$ cat config.mk
export PLATFORM = sky130hd
export DESIGN_NAME = hazard_tracker
export DESIGN_NICKNAME = d
export VERILOG_FILES = /design/src/rtl/hazard_tracker.sv
export SDC_FILE = /design/constraint.sdc
export NUM_CORES = 1
export LEC_CHECK = 0
export ABC_AREA = 1
export BUFFER_PORTS_ARGS = -buffer_cell sky130_fd_sc_hd__clkbuf_2
export CORE_MARGIN = 2
export CORE_UTILIZATION = 40
export CTS_CLUSTER_DIAMETER = 150
export DETAILED_ROUTE_END_ITERATION = 12
export GPL_TIMING_DRIVEN = 1
export MAX_ROUTING_LAYER = met4
export PLACE_DENSITY_LB_ADDON = 0.15
export SETUP_SLACK_MARGIN = 0.05
export SLEW_MARGIN = 30
export SYNTH_ARGS = -nofsm -noshare
export SYNTH_HDL_FRONTEND = slang
export SYNTH_SLANG_ARGS = --single-unit
$ cat constraint.sdc
create_clock -name clk -period 1.65 [get_ports clk]
set_input_delay 0.165 -clock clk [delete_from_list [all_inputs] [get_ports clk]]
set_output_delay 0.165 -clock clk [all_outputs]
set_load 0.005 [all_outputs]
$ cat src/rtl/hazard_tracker.sv
// Decode-stage hazard unit for the 5-stage MIPS pipeline: stall and forwarding selects from Tuse/Tnew.
// Optional HAZARD_STATS_EN adds free-running stall_cnt / fwd_cnt event counters.
module hazard_tracker #(
  parameter int          REG_AW    = 5,
  parameter logic [1:0]  TUSE_NONE = 2'b11
) (
  input  logic              clk,
  input  logic              reset_n,
  input  logic [REG_AW-1:0] D_rs,
  input  logic [REG_AW-1:0] D_rt,
  input  logic [1:0]        T_use_rs,
  input  logic [1:0]        T_use_rt,
  input  logic [REG_AW-1:0] D_wa,
  input  logic [1:0]        D_tnew,
  output logic              stall,
  output logic [1:0]        fwd_D_rs,
  output logic [1:0]        fwd_D_rt,
  output logic [1:0]        fwd_E_rs,
  output logic [1:0]        fwd_E_rt
`ifdef HAZARD_STATS_EN
  ,
  output logic [31:0]       stall_cnt,
  output logic [31:0]       fwd_cnt
`endif
);

  logic [REG_AW-1:0] e_wa_q, e_rs_q, e_rt_q, m_wa_q, m_rs_q, m_rt_q, w_wa_q;
  logic [REG_AW-1:0] e_wa_d, e_rs_d, e_rt_d, m_wa_d, m_rs_d, m_rt_d, w_wa_d;
  logic [1:0]        e_tnew_q, m_tnew_q, w_tnew_q;
  logic [1:0]        e_tnew_d, m_tnew_d, w_tnew_d;

  function automatic logic match(input logic [REG_AW-1:0] wa, input logic [REG_AW-1:0] r);
    return (r != '0) && (wa == r);
  endfunction

  // Nearest matching producer wins; a match that is not ready yet blocks older stages.
  function automatic logic [1:0] sel_d(input logic [REG_AW-1:0] r,
                                       input logic [REG_AW-1:0] ewa, input logic [1:0] etn,
                                       input logic [REG_AW-1:0] mwa, input logic [1:0] mtn,
                                       input logic [REG_AW-1:0] wwa, input logic [1:0] wtn);
    if (match(ewa, r))      return (etn == 2'd0) ? 2'b01 : 2'b00;
    else if (match(mwa, r)) return (mtn == 2'd0) ? 2'b10 : 2'b00;
    else if (match(wwa, r)) return (wtn == 2'd0) ? 2'b11 : 2'b00;
    else                    return 2'b00;
  endfunction

  function automatic logic [1:0] sel_e(input logic [REG_AW-1:0] r,
                                       input logic [REG_AW-1:0] mwa, input logic [1:0] mtn,
                                       input logic [REG_AW-1:0] wwa, input logic [1:0] wtn);
    if (match(mwa, r))      return (mtn == 2'd0) ? 2'b10 : 2'b00;
    else if (match(wwa, r)) return (wtn == 2'd0) ? 2'b11 : 2'b00;
    else                    return 2'b00;
  endfunction

  function automatic logic src_stall(input logic [REG_AW-1:0] r, input logic [1:0] tuse,
                                     input logic [REG_AW-1:0] ewa, input logic [1:0] etn,
                                     input logic [REG_AW-1:0] mwa, input logic [1:0] mtn);
    if (tuse == TUSE_NONE) return 1'b0;
    return (match(ewa, r) && (tuse < etn)) || (match(mwa, r) && (tuse < mtn));
  endfunction

  always_comb begin
    stall    = src_stall(D_rs, T_use_rs, e_wa_q, e_tnew_q, m_wa_q, m_tnew_q) ||
               src_stall(D_rt, T_use_rt, e_wa_q, e_tnew_q, m_wa_q, m_tnew_q);
    fwd_D_rs = sel_d(D_rs, e_wa_q, e_tnew_q, m_wa_q, m_tnew_q, w_wa_q, w_tnew_q);
    fwd_D_rt = sel_d(D_rt, e_wa_q, e_tnew_q, m_wa_q, m_tnew_q, w_wa_q, w_tnew_q);
    fwd_E_rs = sel_e(e_rs_q, m_wa_q, m_tnew_q, w_wa_q, w_tnew_q);
    fwd_E_rt = sel_e(e_rt_q, m_wa_q, m_tnew_q, w_wa_q, w_tnew_q);
  end

  always_comb begin
    w_wa_d   = m_wa_q;
    w_tnew_d = 2'd0;
    m_wa_d   = e_wa_q;
    m_rs_d   = e_rs_q;
    m_rt_d   = e_rt_q;
    m_tnew_d = (e_tnew_q == 2'd0) ? 2'd0 : e_tnew_q - 2'd1;
    e_wa_d   = '0;
    e_rs_d   = '0;
    e_rt_d   = '0;
    e_tnew_d = 2'd0;
    // A stalled D instruction stays put and E receives a bubble.
    if (!stall) begin
      e_wa_d   = D_wa;
      e_rs_d   = D_rs;
      e_rt_d   = D_rt;
      e_tnew_d = D_tnew;
    end
  end

  always_ff @(posedge clk or negedge reset_n) begin
    if (!reset_n) begin
      e_wa_q   <= '0;
      e_rs_q   <= '0;
      e_rt_q   <= '0;
      e_tnew_q <= 2'd0;
      m_wa_q   <= '0;
      m_rs_q   <= '0;
      m_rt_q   <= '0;
      m_tnew_q <= 2'd0;
      w_wa_q   <= '0;
      w_tnew_q <= 2'd0;
    end else begin
      e_wa_q   <= e_wa_d;
      e_rs_q   <= e_rs_d;
      e_rt_q   <= e_rt_d;
      e_tnew_q <= e_tnew_d;
      m_wa_q   <= m_wa_d;
      m_rs_q   <= m_rs_d;
      m_rt_q   <= m_rt_d;
      m_tnew_q <= m_tnew_d;
      w_wa_q   <= w_wa_d;
      w_tnew_q <= w_tnew_d;
    end
  end

`ifdef HAZARD_STATS_EN
  logic [31:0] stall_cnt_q, stall_cnt_d, fwd_cnt_q, fwd_cnt_d;
  logic        any_fwd;

  always_comb begin
    any_fwd     = (fwd_D_rs != 2'b00) || (fwd_D_rt != 2'b00) ||
                  (fwd_E_rs != 2'b00) || (fwd_E_rt != 2'b00);
    stall_cnt_d = stall_cnt_q + (stall ? 32'd1 : 32'd0);
    fwd_cnt_d   = fwd_cnt_q + (any_fwd ? 32'd1 : 32'd0);
  end

  always_ff @(posedge clk or negedge reset_n) begin
    if (!reset_n) begin
      stall_cnt_q <= '0;
      fwd_cnt_q   <= '0;
    end else begin
      stall_cnt_q <= stall_cnt_d;
      fwd_cnt_q   <= fwd_cnt_d;
    end
  end

  assign stall_cnt = stall_cnt_q;
  assign fwd_cnt   = fwd_cnt_q;
`endif

  // Lint sink: M-stage source fields are tracked for completeness but not compared here.
  logic unused_m_src;
  assign unused_m_src = ^{m_rs_q, m_rt_q};

endmodule
==> impl_metrics.py <==
metrics = {
    "outcome": {
        "status": "finished with violations",
        "violations": "setup timing",
    },
    "setup_path": {
        "cp-end-kind": "primary output",
        "setup.worst_path.start": "e_rt_q[1]",
        "worstPathRequired_ns": 1.48,
        "worstPathArrival_ns": 1.58,
        "r2r_slack_ns": 0.07,
        "cp_top_family": "simple AND/OR/NAND/NOR gates",
        "crit_path_end": "fwd_E_rt[1]",
        "crit_cells": 8,
        "r2r_end": "e_rs_q[4]",
        "worstSetupStartpointType": "flop",
        "worst_path_largest_cell_delay_ns": 0.43,
        "critPathSlowestCell": "dfrtp_1",
        "path_buf_inv": 2,
        "critPathMostFrequentCell": "nand2_1",
        "cp_cell_sequence": "inv_1 > nand2_1 > nor4_1 > nor2_1 > nand2_1 > nand3b_1 > o21ai_1 > clkbuf_2",
        "crit_path_max_fanout": 3,
        "crit-reg2reg-launch": "e_tnew_q[1]",
        "worst_r2r_path_depth": 10,
        "critical_path_class": "reg2out",
    },
    "routing": {
        "firstDrtPassIters": 4,
        "routed_wirelength_um": 4520,
        "vias_per_cell": 4.50,
        "vias": 1617,
        "drt_iter0_drc": 54,
        "drc": 0,
        "ant_nets": 0,
        "drt-wirelength-per-cell_um": 12.6,
    },
    "sta": {
        "holdWs_ns": 0.0783,
        "fmax_ghz": 0.573,
        "grt_setup_unrepaired": "yes",
        "slew_violations": 0,
        "final-hold-violation-count": 0,
        "skew_ns": 0.00788,
        "setup_ws_ns": -0.0952,
        "period_share_pct": 106,
        "setup_viol": 9,
        "setup-tns-final_ns": -0.364,
        "finalCriticalPeriod_ns": 1.75,
        "relSlewSlack_pct": 53.9,
        "worst_slew_pin_slew_ns": 0.691,
    },
    "logic_synthesis": {
        "yosys.area.top_type": "dfrtp_1",
        "ys_warn_count": 0,
        "ys_seq_area_share_pct": 36.9,
        "synth_top_family_by_area": "simple AND/OR/NAND/NOR gates",
        "yosysTopAreaCellShare_pct": 36.9,
        "synth-xor-area-share_pct": 19.6,
        "synth_cell_type_count": 25,
        "syn_nets": 271,
        "synth_mux_area_share_pct": 0,
        "synth_area_sq_um": 1970,
        "synth.ff_latch_count": 29,
        "synth_simple_gate_area_share_pct": 29.3,
        "ys_top_cells_by_area": "dfrtp_1, xnor2_1, nand2_1, inv_1, xor2_1",
        "synth_adder_area_share_pct": 2.54,
        "avgSynthCellArea_sq_um": 8.07,
        "postSynthCellCount": 244,
        "synth_compound_area_share_pct": 1.53,
    },
    "power_and_ir_drop": {
        "p_total_mw": 1.89,
        "leakage_nw": 1.25,
        "p_per_area_nw_per_um2": 748,
        "ir_worst_vdd_mv": 0.516,
    },
    "place": {
        "dp_hpwl_um": 3450,
        "routabilityCongestion": 0.843,
        "dp_slack_ns": 0.107,
        "dp.cells": 339,
        "placed_area_sq_um": 2200,
        "port_buffers": 31,
    },
    "clock_network": {
        "cts-root-buf": "clkbuf_8",
        "cts_sinks": 29,
        "h-tree-depth": 2,
        "cts_buffers": 5,
        "cts_buffer_depth": 2,
        "clk_pin_slew_ns": 0.06,
        "clk_latency_ns": 0.28,
        "cts_tree": "done",
    },
    "layout": {
        "n_fill_cell": 449,
        "mostFrequentLayoutCells": "nand2_1, inv_1, clkbuf_2, xnor2_1, dfrtp_1",
        "nNetsFinal": 318,
        "drive_above_1_share_pct": 35.6,
        "syn2layout_area_growth_pct": 28.6,
        "post-route-util_pct": 53.6,
        "final_common_cell": "nand2_1",
        "final_cell_area_sq_um": 2530,
        "diodes": 0,
        "fin_cells": 359,
    },
    "grt": {
        "grtUsageTotal_pct": 18.7,
        "overflow": 0,
        "antenna_found_initial": 0,
        "grt_pass1_wl_um": 7270,
        "grt_max_degree": 30,
        "first_global_vias": 1540,
    },
    "worst_hold_path": {
        "hold_path.class": "in2reg",
    },
    "floorplan": {
        "core_sq_um": 4720,
        "io_pins": 32,
        "start_util_pct": 41.7,
        "num_rows": 25,
        "dieArea_sq_um": 5500,
        "die_w_um": 74.1,
        "die_y_um": 74.1,
    },
    "flow_run": {
        "max-cap-violations": 0,
    },
}
[logic make-up after synthesis]
group	count (synthesis)
AND/OR/NAND/NOR	119
AO/OA/AOI/OAI	6
buffers and inverters	42
XOR/XNOR	44
flip-flops	29
adder cells (fa/ha/maj)	4
[timing repair]
item                                   in CTS  in global routing
setup endpoints to repair                   9                 26
endpoints found under the hold margin      29                  0
setup buffers                               4                  7
pin swaps                                  12                 28
hold buffers                                1                  0
resized for setup                          17                 23
[sequential cells by signal (all words and copies together) (netlist names)]
name      cells
e_rs_q        5
e_rt_q        5
e_wa_q        5
m_wa_q        5
w_wa_q        5
e_tnew_q      2
m_tnew_q      2
[cells in the mapped netlist, drive strengths merged]
master  number
clkbuf       3
or2          1
nand2       57
nand3b       2
nor2        38
nand4        6
nor3         3
dfrtp       29
nand3        9
buf          5
ha           4
xnor2       34
a21oi        4
inv         34
nor4         2
and3         1
xor2        10
o21ai        2
[how the worst min path moves through the flow]
stage	end	slack, ns	startpoint	cells past startpoint
CTS	e_wa_q[1]	0.07	D_wa[1]	3
detailed placement	e_rt_q[4]	0.25	reset_n	1
global placement	w_wa_q[3]	0.26	reset_n	1
floorplan	e_rs_q[0]	-0.13	reset_n	0
finish	e_wa_q[1]	0.08	D_wa[1]	3
global route	e_wa_q[1]	0.07	D_wa[1]	3
[routing by layer]
layer | vias to the layer above | share of wire, % | global-route usage, %
li1 | 834 | - | -
met1 | 745 | 42 | 22.6
met2 | 30 | 53 | 30.8
met3 | 8 | 3.8 | 5.15
met4 | 0 | 1.8 | 5.05
met5 | - | 0 | -
[where the power goes]
group	total (mW)	internal [mW]	switching, mW	leakage (nW)
Sequential	0.841	0.767	0.0740	0.335
Clock	0.540	0.298	0.242	0.0395
Combinational	0.511	0.255	0.257	0.873
[cell type report]
class,instances,area [sq um],area share (%)
repair buffers,48,340,13.4
clock buffers,8,80.1,3.16
well taps,67,83.8,3.31
inverters,34,128,5.04
flip-flops and latches,29,736,29.1
multi-input cells,173,1160,46.0
[worst reg2reg max path, stage by stage, from the launching register on]
cell	delay, ns
dfrtp_1	0.35
inv_2	0.05
ha_1	0.29
a21oi_2	0.16
nand3_1	0.09
nand2_1	0.09
nand2_2	0.06
nand2_4	0.08
buf_6	0.13
buf_12	0.13
nor2_1	0.04
(Power assumes the default switching activity.)
